==> config.mk <==
export PLATFORM = sky130hd
export DESIGN_NAME = fir_stream_driver
export DESIGN_NICKNAME = d
export VERILOG_FILES = /design/src/rtl/fir_stream_driver.sv
export SDC_FILE = /design/constraint.sdc
export NUM_CORES = 1
export LEC_CHECK = 0
export ABC_AREA = 1
export CELL_PAD_IN_SITES_DETAIL_PLACEMENT = 1
export CELL_PAD_IN_SITES_GLOBAL_PLACEMENT = 2
export CORE_ASPECT_RATIO = 0.5
export CORE_MARGIN = 8
export CORE_UTILIZATION = 39
export CTS_CLUSTER_SIZE = 16
export DETAILED_ROUTE_END_ITERATION = 8
export GPL_TIMING_DRIVEN = 0
export PLACE_DENSITY_LB_ADDON = 0.25
export SLEW_MARGIN = 20
export SYNTH_ARGS = -nofsm -noshare
export SYNTH_HDL_FRONTEND = slang
export SYNTH_SLANG_ARGS = --single-unit
==> constraint.sdc <==
create_clock -name clk -period 2.1 [get_ports clk]
set_input_delay 0.63 -clock clk [delete_from_list [all_inputs] [get_ports clk]]
set_output_delay 0.63 -clock clk [all_outputs]
set_load 0.05 [all_outputs]
==> src/rtl/fir_stream_driver.sv <==
`default_nettype none
// ============================================================================
//  Module      : fir_stream_driver
//  Description : Plays a host-loaded sample buffer into a FIR, one go strobe
//                per sample, and captures each FIR result for host read-back.
//  Revision    : 1.0 - initial release
// ============================================================================
module fir_stream_driver #(
    parameter int DEPTH = 16,
    parameter int AW    = 4,
    parameter int LAT   = 1,
    parameter int GAP   = 0
) (
    input  logic          clk,
    input  logic          rst,
    input  logic          wr_en,
    input  logic [AW-1:0] wr_addr,
    input  logic [7:0]    wr_data,
    input  logic          start,
    input  logic [AW:0]   count,
    output logic [7:0]    fir_in,
    output logic          fir_go,
    input  logic [15:0]   fir_y,
    input  logic [AW-1:0] rd_addr,
    output logic [15:0]   rd_data,
    output logic          busy,
    output logic          done
);

    localparam int WW = (LAT + GAP + 1 > 1) ? $clog2(LAT + GAP + 1) : 1;

    localparam logic [WW-1:0] c_wait_load = WW'(LAT + GAP);
    localparam logic [WW-1:0] c_cap_cnt   = WW'(GAP + 1);
    localparam logic [WW-1:0] c_wait_one  = WW'(1);
    localparam logic [AW:0]   c_depth     = (AW + 1)'(DEPTH);
    localparam logic [AW:0]   c_idx_one   = (AW + 1)'(1);

    typedef enum logic [1:0] {
        IDLE = 2'd0,
        SEND = 2'd1,
        WAIT = 2'd2,
        FIN  = 2'd3
    } state_t;

    state_t        state, state_nx;
    logic [AW:0]   idx, idx_nx;
    logic [AW:0]   n, n_nx;
    logic [WW-1:0] wcnt, wcnt_nx;
    logic          capture;

    logic [7:0]    sample_mem [DEPTH];
    logic [15:0]   result_mem [DEPTH];

    always_comb begin
        state_nx = state;
        idx_nx   = idx;
        n_nx     = n;
        wcnt_nx  = wcnt;
        capture  = 1'b0;
        case (state)
            IDLE: begin
                if (start) begin
                    n_nx     = (count > c_depth) ? c_depth : count;
                    idx_nx   = '0;
                    state_nx = (n_nx == '0) ? FIN : SEND;
                end
            end
            SEND: begin
                wcnt_nx  = c_wait_load;
                state_nx = WAIT;
            end
            WAIT: begin
                // wcnt counts down from LAT+GAP; it equals GAP+1 on the LAT-th wait cycle
                capture = (wcnt == c_cap_cnt);
                if (wcnt == c_wait_one) begin
                    idx_nx   = idx + c_idx_one;
                    state_nx = (idx_nx == n) ? FIN : SEND;
                end else begin
                    wcnt_nx = wcnt - c_wait_one;
                end
            end
            FIN: begin
                state_nx = IDLE;
            end
            default: begin
                state_nx = IDLE;
            end
        endcase
    end

    always_ff @(posedge clk or posedge rst) begin
        if (rst) begin
            state   <= IDLE;
            idx     <= '0;
            n       <= '0;
            wcnt    <= '0;
            fir_in  <= 8'd0;
            fir_go  <= 1'b0;
            rd_data <= 16'd0;
            busy    <= 1'b0;
            done    <= 1'b0;
        end else begin
            state   <= state_nx;
            idx     <= idx_nx;
            n       <= n_nx;
            wcnt    <= wcnt_nx;
            fir_go  <= (state_nx == SEND);
            busy    <= (state_nx != IDLE);
            done    <= (state_nx == FIN);
            rd_data <= result_mem[rd_addr];
            if (state_nx == SEND) begin
                fir_in <= sample_mem[idx_nx[AW-1:0]];
            end
        end
    end

    // Buffers are deliberately left out of reset so captured results survive an abort
    always_ff @(posedge clk) begin
        if (wr_en && (state == IDLE)) begin
            sample_mem[wr_addr] <= wr_data;
        end
        if (capture) begin
            result_mem[idx[AW-1:0]] <= fir_y;
        end
    end

endmodule
`default_nettype wire
; Word-level counts from Yosys, hierarchy flattened
; Memory sizes are Yosys's and may differ from the RTL's. A register that Yosys moved wholly into a read port is not among the register bits.
; Index checks and enable logic that the tools add are counted.
; W data, S select, Z words.
[classes]
muxes = 16
reduce_logical = 8
add_sub_neg = 2
order_cmp = 1
n_eq_ne = 8
[op_table]
columns = op, count
row1 = $mux W5, 3
row2 = $pmux W5 S2, 1
row3 = $mux W2, 4
row4 = $pmux W2 S4, 1
row5 = $eq A2 B2 Y1 const B, 3
row6 = $mux W1, 6
row7 = $reduce_bool A2 Y1, 3
row8 = $add A5 B1 Y5 const B, 1
row9 = $eq A5 B5 Y1, 1
row10 = $gt A5 B5 Y1 const B, 1
row11 = $logic_not A5 Y1, 1
row12 = $eq A2 B1 Y1 const B, 2
row13 = $ne A2 B2 Y1 const B, 2
row14 = $reduce_and A3 Y1, 1
row15 = $logic_not A2 Y1, 1
row16 = $pmux W1 S2, 1
row17 = $reduce_and A2 Y1, 1
row18 = $logic_and A1 B1 Y1, 1
row19 = $sub A1 B1 Y1 const B, 1
[totals]
mem_bits_rw = 384
out_inout_bits = 27
inputBits = 41
n_memories = 2
reg_bits = 16
word_cells = 45
[memory_table]
columns = memory, depth, word_bits, read_ports, rd_clocked_by_memory_dff, wr, line_no
row1 = result_mem, 16, 16, 1, 1, 1, 52  ; logic [15:0] result_mem [DEPTH];
row2 = sample_mem, 16, 8, 1, 1, 1, 51  ; logic [7:0] sample_mem [DEPTH];

; Logic depth before layout (Yosys ltp)
; Gate-level depths: netlist of run 1.
[depth]
word_depth = 7
depth_mapped = 16
depth_no_buf = 15

; Worst setup path before layout of run 1
; Ideal clock, no wire load.
[synth_path]
kind = reg2reg
start = register state[0]
end = memory result_mem[0][0], enable pin
period_less_slack_ns = 2.158
path_stages_with_launch = 7
arrival_ns = 1.770
t_required_ns = 1.712
slack_ns = -0.058
setup_time_ns = 0.388
path_buffers = 0
path_cell_list = dfrtp_1 -> inv_1 -> ha_1 -> nand2_2 -> inv_1 -> nand2_1 -> nor2_1
[synth_via]
elab_chain_cells = 4
[synth_rtl]
columns = element, line_no
row1 = "start, declared", 45  ; state_t state, state_nx;
row2 = "start signal, assigned", 103  ; state <= state_nx;
row3 = $eq A2 B2 Y1, 60  ; case (state)
row4 = $mux W1, 60
row5 = $mux W1, 122  ; if (capture) begin
row6 = $mux W1 (implied by the code), 123  ; result_mem[idx[AW-1:0]] <= fir_y;
row7 = "end, declared", 52
; No other way between the ends.

; Final worst setup path of run 1
[layout_path]
start = register rd_data[7] (read register of result_mem)
end = output port rd_data[7]
[layout_lines]
columns = element, line_no
row1 = "start, declared", 25  ; output logic [15:0] rd_data,
; No word-level cell between the ends.

==> metrics.txt, run 1 <==
syn avg cell area 12.6 sq um; unrepaired setup endpoints after global routing yes; total power 27.2 mW; max_cap viols 0; Wirelength per Cell 23.9 microns; Yosys Warn Count 0; clock sink total 424; area occupied by multi-input gates 0.00461 sq mm; Layout area overhead 24.3%; Crit. End Element primary output; clk_skew 0.0202 ns; Core Region 0.0449 sq mm; P_sw 9.79 mW; maximum vdd drop 0.000700 V; largest net degree at the start of global routing 25; Post-synth EDFFs 384; Worst Path Arrival 1.42 ns; fin crit period 2.05 ns; Setup CP Type flip-flop to primary output; Overall Global Routing Usage 19.5%; Critical Path Slowest Stage Cell dlygate4sd2_1; Top-Level Pins 68; Req. time, crit path 1.47 ns; sum of negative setup slack 0 ns; drt drc 0; Area after DPL 0.0192 sq mm; Distinct cells, synth 29; Internal 17.4 mW; Root Driver clkbuf_16; Synth top area share 65.4%; # nets final 1620; share of layout cells above drive strength 1 19.1%; sequential power share 37.1%; Reg2Reg Setup Slack 0.06 ns; top_reg_cell synth edfxtp_1; Worst-path clk slew 0.07 ns; leakage 8.31 nW; Num CTS Buffers 41; f_max 489 MHz; starting DRC count in detailed routing 820; r2r startpoint state[0]$_DFF_PP0_; PortBufs 64; CTS max path bufs 3; Final Cell Area 0.0219 sq mm; crit path from rd_data[7]$_DFF_PP0_; crit path capture rd_data[7]; clock power share 26.4%; Tcrit/Tclk final 97.4%; status complete, no violations; number of global-route vias before repair 12400; combinational share of power 36.5%; slowest stage delay, CP 0.54 ns; Synth area leader edfxtp_1; Placer Congestion 0.801; via-per-instance ratio 5.32; Vias 11700; initial antenna violation count 0; asr flop ratio synth 9.43%; die extent in x 317 microns; Fill cells 4561; nets in the synthesized netlist 1447; CP cell instances dlygate4sd2_1; row count 55; worst path bufs/invs 1; die area 0.0527 sq mm; sequential-to-total area share from yosys stat 71.0%; Synth area leaders edfxtp_1 (65%), dfrtp_1 (5.7%), nand3_1 (4.9%), inv_1 (4.0%), mux2i_1 (3.6%); final WL 52600 microns; cell area after synthesis 0.0176 sq mm; Slew Viols, Final 0; global-route wire length before repair 77500 microns; Detailed Routing Iterations Pass 1 6; Top delay family on crit path buffers and inverters; hold buffers post-CTS 0; final count of negative-setup-slack endpoints 0; Register Area 0.0125 sq mm; Syn Inst Count 1400; HP Class input port to async pin; starting density of the core 39.3%; Slew @ Worst Pin 0.938 ns; CP max FO 1; H-tree levels 2; r2r endpoint fir_in[0]$_DFFE_PP0N_; worst-skew pair later-pin latency 0.56 ns; Final WS setup 0.0544 ns; switching share of power 36.0%; crit start category flip-flop; FF+latch count, synth 424; antenna fix cells 0; Congestion Overflow GR 0; Power Dens Cells 1240 mW/mm^2; HPWL after DPL 33200 microns; Place WS -1.02 ns; CTS tree yes; Slew headroom 37.2%; post-route ant nets 0; Die Y 166 microns; worst r2r path cells 15; final hold vios 0; critical path depth in cells 1
## cell usage in the layout, fill, tap and decap left out, types with 9 or more instances in the layout
| cell type | Yosys | routed |
|---|---|---|
| a21oi_1 | 68 | 67 |
| nand3b_1 | 32 | 32 |
| nor2_4 | 0 | 32 |
| buf_8 | 0 | 9 |
| clkbuf_1 | 32 | 38 |
| nand3_2 | 5 | 32 |
| buf_2 | 22 | 9 |
| o21ai_0 | 86 | 86 |
| nand2_1 | 151 | 124 |
| dlygate4sd2_1 | 0 | 18 |
| clkbuf_16 | 0 | 45 |
| nand2_4 | 0 | 10 |
| mux2i_1 | 64 | 64 |
| buf_4 | 3 | 36 |
| inv_1 | 188 | 180 |
| nand3_1 | 173 | 143 |
| o211ai_1 | 65 | 65 |
| clkdlybuf4s50_1 | 0 | 37 |
| dfrtp_1 | 40 | 37 |
| edfxtp_1 | 384 | 384 |
| buf_12 | 0 | 26 |
| nand2_2 | 7 | 23 |
| buf_6 | 12 | 18 |
## cell type report
class	count	share of cell area, %
clock inverters	19	0.593
repair inverters	1	0.0399
clock buffers	56	5.21
well taps	598	3.41
repair buffers	128	6.64
plain buffers	72	2.47
inverters	195	3.49
multi-input cells	710	21.0
flip-flops and latches	424	57.1
## cell families after synthesis
group                      after synthesis  share of synthesized area [%]
DFF                                    424                           71.0
and+or+nand+nor                        415                           11.1
buffers and inverters                  267                           6.44
AOI/OAI and AO/OA                      224                           7.42
muxes                                   64                           3.63
adders and majority gates                6                          0.425
## state kept, by name, summed over array words and instances, names as in the netlist
name / count
fir_go: 1
state: 2
idx: 5
n: 5
done: 1
fir_in: 8
wcnt: 1
busy: 1
result_mem: 256
rd_data: 16
sample_mem: 128
## timing repair
item                                    CTS  global route
cloned                                    2             3
endpoints found under the setup margin  436           295
resized for setup                       124           114
pin swaps                                19            17
setup buffers                            39            18
## synth_stat cells (all sizes together) (2+ instances only)
| library cell | number |
|---|---|
| edfxtp | 384 |
| inv | 195 |
| nand3 | 178 |
| nand2 | 158 |
| o21ai | 87 |
| a21oi | 68 |
| o211ai | 65 |
| mux2i | 64 |
| nor2 | 44 |
| buf | 40 |
| dfrtp | 40 |
| clkbuf | 32 |
| nand3b | 32 |
| ha | 6 |
| o22ai | 2 |
## worst min path at each step
stage	start	end	slack [ns]	depth (start not counted)
2_1_floorplan	n[4]$_DFFE_PP0P_	n[4]$_DFFE_PP0P_	0.49	2
3_3_place_gp	fir_in[3]$_DFFE_PP0N_	fir_in[3]$_DFFE_PP0N_	0.47	2
3_5_place_dp	fir_in[3]$_DFFE_PP0N_	fir_in[3]$_DFFE_PP0N_	0.48	2
4_1_cts	rst	n[1]$_DFFE_PP0P_	0.40	2
5_1_grt	rst	rd_data[11]$_DFF_PP0_	0.45	2
6_report	rst	fir_go$_DFF_PP0_	0.42	2
## routing by layer
layer | vias up | global-route usage, % | wire length, microns
li1 | 5320 | - | -
met1 | 5998 | 25.0 | 22900
met2 | 286 | 33.4 | 25700
met3 | 110 | 3.21 | 2220
met4 | 0 | 6.69 | 1770
met5 | - | 0 | 0
## power groups by stage
stage	sequential [mW]	combinational [mW]	clock [mW]
floorplan	10.6	4.29	0
global placement	10.2	7.14	0
detailed placement	10.2	7.43	0
CTS	10.1	8.44	7.32
global route	10.1	10.6	7.63
finish	10.1	9.92	7.18
## stage by stage
stage                     hold slack, ns  std cells  util [%]
after floorplan                    0.489       1400         -
after global placement             0.470       2062      42.4
after detailed placement           0.483       2067      42.7
after CTS                          0.405       2183      47.4
after global routing               0.448       2203      48.8
final                              0.417       2203      48.8
Note: power is estimated with default switching activity, not from simulation.
==> run 2, diff against run 1 <==
- REMOVE_ABC_BUFFERS: not set -> 1
==> metrics.txt, run 2 (synthesized netlist as in run 1, its figures left out) <==
status complete, but fails checks; violated checks negative setup slack; Power Dens Cells 1280 mW/mm^2 (+3.1%); H-tree levels 2 (unchanged); die extent in x 317 microns (unchanged); Layout area overhead 25.3%; sum of negative setup slack -0.0442 ns (-0.0442 ns); sequential power share 35.6% (-1.5 points); starting density of the core 39.3% (unchanged); Slew Viols, Final 0 (unchanged); crit path from state[1]$_DFF_PP0_; Tcrit/Tclk final 101% (+3.6 points); r2r startpoint state[1]$_DFF_PP0_; Worst-path clk slew 0.07 ns (about the same); most frequent cells in the layout edfxtp_1 (384), inv_1 (177), nand3_1 (140), nand2_1 (125), o21ai_0 (86); clock sink total 424 (unchanged); r2r endpoint fir_in[0]$_DFFE_PP0N_; total power 28.2 mW (+3.8%); Detailed Routing Iterations Pass 1 5 (-1); # nets final 1588 (-2.0%); max reg flops 256 (unchanged); initial antenna violation count 1 (+1); hold buffers post-CTS 0 (unchanged); Wirelength per Cell 23.1 microns (-3.3%); Core Region 0.0449 sq mm (unchanged); final WL 50200 microns (-4.6%); Crit. End Element flip-flop; Reg2Reg Setup Slack -0.02 ns (-0.08 ns); Worst Path Arrival 2.59 ns (+1.17 ns); Congestion Overflow GR 0 (unchanged); unrepaired setup endpoints after global routing yes; Place WS -1.76 ns (-0.741 ns); Internal 17.7 mW (+1.8%); leakage 8.32 nW (+0.14%); row count 55 (unchanged); worst-skew pair later-pin latency 0.54 ns (-0.02 ns); Setup CP Type flip-flop to flip-flop; Slew @ Worst Pin 0.965 ns (+0.0270 ns); HP Class input port to async pin; f_max 472 MHz (-3.5%); Overall Global Routing Usage 18.5% (-1.0 points); Core Util, Final 49.2% (+0.36 points); starting DRC count in detailed routing 797 (-2.8%); P_sw 10.5 mW (+7.4%); commonest non-fill, non-tap cell in the layout edfxtp_1; final count of negative-setup-slack endpoints 4 (+4); Vias 11500 (-1.6%); crit start category flip-flop; Placer Congestion 0.745 (-7.0%); Fill cells 4480 (-1.8%); Hold WS 0.424 ns (+0.00710 ns); via-per-instance ratio 5.31 (-0.20%); worst r2r path cells 15 (unchanged); Die Y 166 microns (unchanged); crit path capture fir_in[0]$_DFFE_PP0N_; drt drc 0 (unchanged); largest net degree at the start of global routing 113 (+350%); CTS max path bufs 3 (unchanged); final hold vios 0 (unchanged); Num CTS Buffers 42 (+2.4%); HPWL after DPL 26100 microns (-21%); combinational share of power 38.5% (+2.0 points); die area 0.0527 sq mm (unchanged); Top-Level Pins 68 (unchanged); Root Driver clkbuf_16; clock power share 25.9% (-0.5 points); switching share of power 37.3% (+1.2 points); number of global-route vias before repair 12300 (-0.57%); maximum vdd drop 0.000733 V (+4.8%); fin crit period 2.12 ns (+0.0753 ns); share of layout cells above drive strength 1 19.1% (+0.058 points); PortBufs 67 (+4.7%); post-route ant nets 0 (unchanged); global-route wire length before repair 74500 microns (-3.9%); clk_skew 0.0170 ns (-0.00320 ns); CTS tree yes; Slew headroom 35.6% (-1.7 points); CP max FO 9 (+8); max_cap viols 0 (unchanged); Final WS setup -0.0209 ns (-0.0753 ns); Req. time, crit path 2.57 ns (+1.10 ns)
run 2: cell count changes in the layout (fill, tap and decap cells not counted), sizes merged:
| cell | previous run | this run |
|---|---|---|
| clkbuf | 98 | 66 |
| nand3 | 179 | 182 |
| diode | 0 | 1 |
| nand2 | 158 | 166 |
| clkinv | 19 | 12 |
| clkinvlp | 1 | 4 |
| clkdlybuf4s15 | 5 | 7 |
| clkdlybuf4s50 | 37 | 36 |
| buf | 98 | 89 |
| dlygate4sd2 | 18 | 20 |
run 2: worst max-delay path, stage by stage (launching register included):
cell and delay (ns):
dfrtp_2 0.43, buf_6 0.13, ha_4 0.19, inv_4 0.08, nand2_4 0.06, nand2_8 0.08, nand3_4 0.16, buf_12 0.22
buf_6 0.13, nand3_1 0.08, nand3_2 0.08, nand3_2 0.08, nand3_2 0.10, nand2_2 0.11, nand2_2 0.05, nand2_1 0.06
run 2: area by class of cell:
type	count	area [sq um]	area share, %
flip-flops and latches	424	12500	56.7
multi-input cells	721	4800	21.7
repair buffers	153	1840	8.31
clock buffers	65	1230	5.56
inverters	195	797	3.61
well taps	598	748	3.39
clock inverters	12	87.6	0.396
repair inverters	4	61.3	0.277
diodes	1	2.50	0.0113
run 2: through the flow:
| stage | cell area, sq um | instances |
|---|---|---|
| after floorplan | 17200 | 1328 |
| after global placement | 18700 | 1993 |
| after detailed placement | 19000 | 2001 |
| after CTS | 21700 | 2158 |
| after global routing | 22100 | 2173 |
| final | 22100 | 2173 |
run 2: worst min path at each step:
stage	startpoint	cells past startpoint	to	slack [ns]
floorplan	n[4]$_DFFE_PP0P_	2	n[4]$_DFFE_PP0P_	0.49
global placement	fir_in[6]$_DFFE_PP0N_	2	fir_in[6]$_DFFE_PP0N_	0.47
detailed placement	fir_in[4]$_DFFE_PP0N_	2	fir_in[4]$_DFFE_PP0N_	0.49
CTS	rst	2	fir_go$_DFF_PP0_	0.43
global route	rst	2	fir_go$_DFF_PP0_	0.47
finish	rst	2	fir_go$_DFF_PP0_	0.42
run 2: per-layer routing:
metal | up-vias | share of wire (%) | global-route usage, %
met5 | - | 0 | 0
met4 | 0 | 2.6 | 5.11
met1 | 5945 | 42 | 22.9
li1 | 5273 | - | -
met2 | 227 | 52 | 33.5
met3 | 86 | 3.7 | 2.75
run 2: power groups by stage:
stage               Combinational, mW  Clock (mW)  Sequential (mW)
floorplan                        3.67           0             10.6
global placement                 6.30           0             10.2
detailed placement               6.82           0             10.2
CTS                              9.81        7.46             10.0
global route                     11.5        7.78             10.1
finish                           10.9        7.32             10.0
run 2: repair_timing:
action / CTS / global route
gates resized for setup: 143 / 67
setup buffers: 65 / 12
pin swaps: 34 / 22
setup endpoints to repair: 438 / 114
gates cloned: 15 / 3
==> run 3, diff against run 2 <==
- CORE_UTILIZATION: 39 -> 43
- clock period: 2.1 -> 2.2 ns (I/O delays scaled with it)
==> metrics.txt, run 3 (synthesized netlist as in run 1, its figures left out) <==
max_cap viols 0 (unchanged); initial antenna violation count 0 (-1); leakage 8.09 nW (-2.8%); Overall Global Routing Usage 19.3% (+0.73 points); # nets final 1563 (-1.6%); crit start category flip-flop; worst-skew pair later-pin latency 0.55 ns (about the same); total power 25.1 mW (-11%); Congestion Overflow GR 0 (unchanged); drt drc 0 (unchanged); max reg flops 256 (unchanged); CP cell instances inv_2 -> ha_4 -> buf_4 -> nand2_4 -> nand2_8 -> nand3_4 -> buf_12 -> nand2_8 -> nand2_1 -> nand3_1 -> nand3_1 -> nand3_1 -> nand2_1 -> nand2_1 -> nand2_1; Reg2Reg Setup Slack 0.03 ns (+0.05 ns); CTS max path bufs 3 (unchanged); PortBufs 67 (unchanged); Slew @ Worst Pin 0.940 ns (-0.0254 ns); final count of negative-setup-slack endpoints 0 (-4); hold buffers post-CTS 0 (unchanged); CP max FO 7 (-2); Top delay family on crit path simple AND/OR/NAND/NOR gates; final hold vios 0 (unchanged); Die Y 159 microns (-4.3%); Area after DPL 0.0190 sq mm (+0.37%); post-route ant nets 0 (unchanged); Placed Cells 1949 (-2.6%); Req. time, crit path 2.62 ns (+0.05 ns); HP Class input port to async pin; final WL 47900 microns (-4.5%); global-route wire length before repair 71300 microns (-4.3%); starting density of the core 43.6% (+4.3 points); H-tree levels 2 (unchanged); via-per-instance ratio 5.46 (+2.9%); Fill cells 4040 (-9.8%); sequential power share 38.1% (+2.5 points); P_sw 9.24 mW (-12%); largest net degree at the start of global routing 109 (-3.5%); CTS tree yes; Tcrit/Tclk final 98.9% (-2.1 points); fin crit period 2.17 ns (+0.0539 ns); Wirelength per Cell 23.0 microns (-0.43%); Layout area overhead 21.8%; Top-Level Pins 68 (unchanged); HPWL after DPL 26100 microns (-0.12%); antenna fix cells 0 (-1); combinational share of power 37.1% (-1.4 points); most frequent cells in the layout edfxtp_1 (384), inv_1 (181), nand3_1 (155), nand2_1 (142), o21ai_0 (86); clock power share 24.8% (-1.1 points); row count 52 (-5.5%); Setup CP Type flip-flop to flip-flop; die area 0.0482 sq mm (-8.6%); Detailed Routing Iterations Pass 1 5 (unchanged); clock sink total 424 (unchanged); final cell count without fillers 2085 (-4.0%); Power Dens Cells 1170 mW/mm^2 (-8.6%); starting DRC count in detailed routing 678 (-15%); Slew headroom 37.3% (+1.7 points); Worst Path Arrival 2.60 ns (about the same); Most Frequent Cell on Critical Path nand2_1; Num CTS Buffers 39 (-7.1%); Vias 11400 (-1.3%); Root Driver clkbuf_16; commonest non-fill, non-tap cell in the layout edfxtp_1; Crit. End Element flip-flop; Final Cell Area 0.0215 sq mm (-2.7%); number of global-route vias before repair 12000 (-2.1%); switching share of power 36.8% (-0.47 points); status complete, no violations; share of layout cells above drive strength 1 14.7% (-4.4 points); f_max 460 MHz (-2.5%); slowest stage delay, CP 0.41 ns (-0.02 ns); clk_skew 0.0250 ns (+0.00794 ns); Placer Congestion 0.747 (+0.27%); maximum vdd drop 0.000618 V (-16%); Worst-path clk slew 0.07 ns (about the same); die extent in x 302 microns (-4.5%); Slew Viols, Final 0 (unchanged); unrepaired setup endpoints after global routing yes; Core Region 0.0405 sq mm (-9.9%); worst path bufs/invs 3 (-1); Critical Path Slowest Stage Cell dfrtp_1; Internal 15.9 mW (-10%)
[run 3: changes by cell type in the layout (fill, tap and decap cells not counted), sizes merged]
cell,previous run,this run
buf,89,68
bufbuf,0,1
bufinv,1,0
clkbuf,66,56
clkdlybuf4s15,7,1
clkinv,12,17
diode,1,0
dlygate4sd2,20,27
inv,194,193
nand3,182,179
[run 3: worst paths after layout]
kind | from | end | cells past startpoint
max | state[0]$_DFF_PP0_ | fir_in[0]$_DFFE_PP0N_ | 15
min | rst | rd_data[14]$_DFF_PP0_ | 2
max reg2reg | state[0]$_DFF_PP0_ | fir_in[0]$_DFFE_PP0N_ | 15
min reg2reg | fir_in[1]$_DFFE_PP0N_ | fir_in[1]$_DFFE_PP0N_ | 2
max in group asynchronous | rst | state[1]$_DFF_PP0_ | 3
min in group clk | fir_in[1]$_DFFE_PP0N_ | fir_in[1]$_DFFE_PP0N_ | 2
[run 3: layout make-up]
cell class,instances,area (sq um),share of cell area (%)
repair buffers,137,1780,8.26
inverters,195,773,3.60
repair inverters,1,16.3,0.0757
well taps,540,676,3.14
clock buffers,52,1020,4.77
multi-input cells,718,4590,21.4
flip-flops and latches,424,12500,58.3
clock inverters,18,105,0.489
[run 3: what timing repair did]
action,4_1_cts,5_1_grt
setup buffers,30,20
pin swaps,19,10
endpoints found under the setup margin,400,150
gates cloned,7,9
resized for setup,83,46
[run 3: metal layers]
| metal | routed length (microns) | vias to the layer above | track usage [%] | part of all wire [%] |
|---|---|---|---|---|
| li1 | - | 5216 | - | - |
| met1 | 21200 | 5859 | 25.3 | 44 |
| met2 | 23600 | 243 | 33.1 | 49 |
| met3 | 2130 | 68 | 2.86 | 4.4 |
| met4 | 958 | 0 | 5.44 | 2.0 |
| met5 | 0 | - | 0 | 0 |
[run 3: stage by stage]
step	TNS, ns	utilization [%]	hold slack (ns)	worst slack [ns]
after floorplan	-9.08	-	0.489	-1.05
after global placement	-474.43	45.9	0.468	-5.63
after global routing	-3.72	53.1	0.482	-0.0869
after CTS	-0.821	51.7	0.450	-0.0543
after detailed placement	-142.23	47.1	0.467	-1.47
final	0	53.1	0.451	0.0252
[run 3: power by group through the flow]
stage / logic, mW / clock network (mW) / registers [mW]
floorplan: 3.50 / 0 / 10.1
detailed placement: 6.57 / 0 / 9.76
global route: 9.99 / 6.65 / 9.63
global placement: 6.01 / 0 / 9.75
CTS: 7.76 / 6.35 / 9.58
finish: 9.31 / 6.22 / 9.58
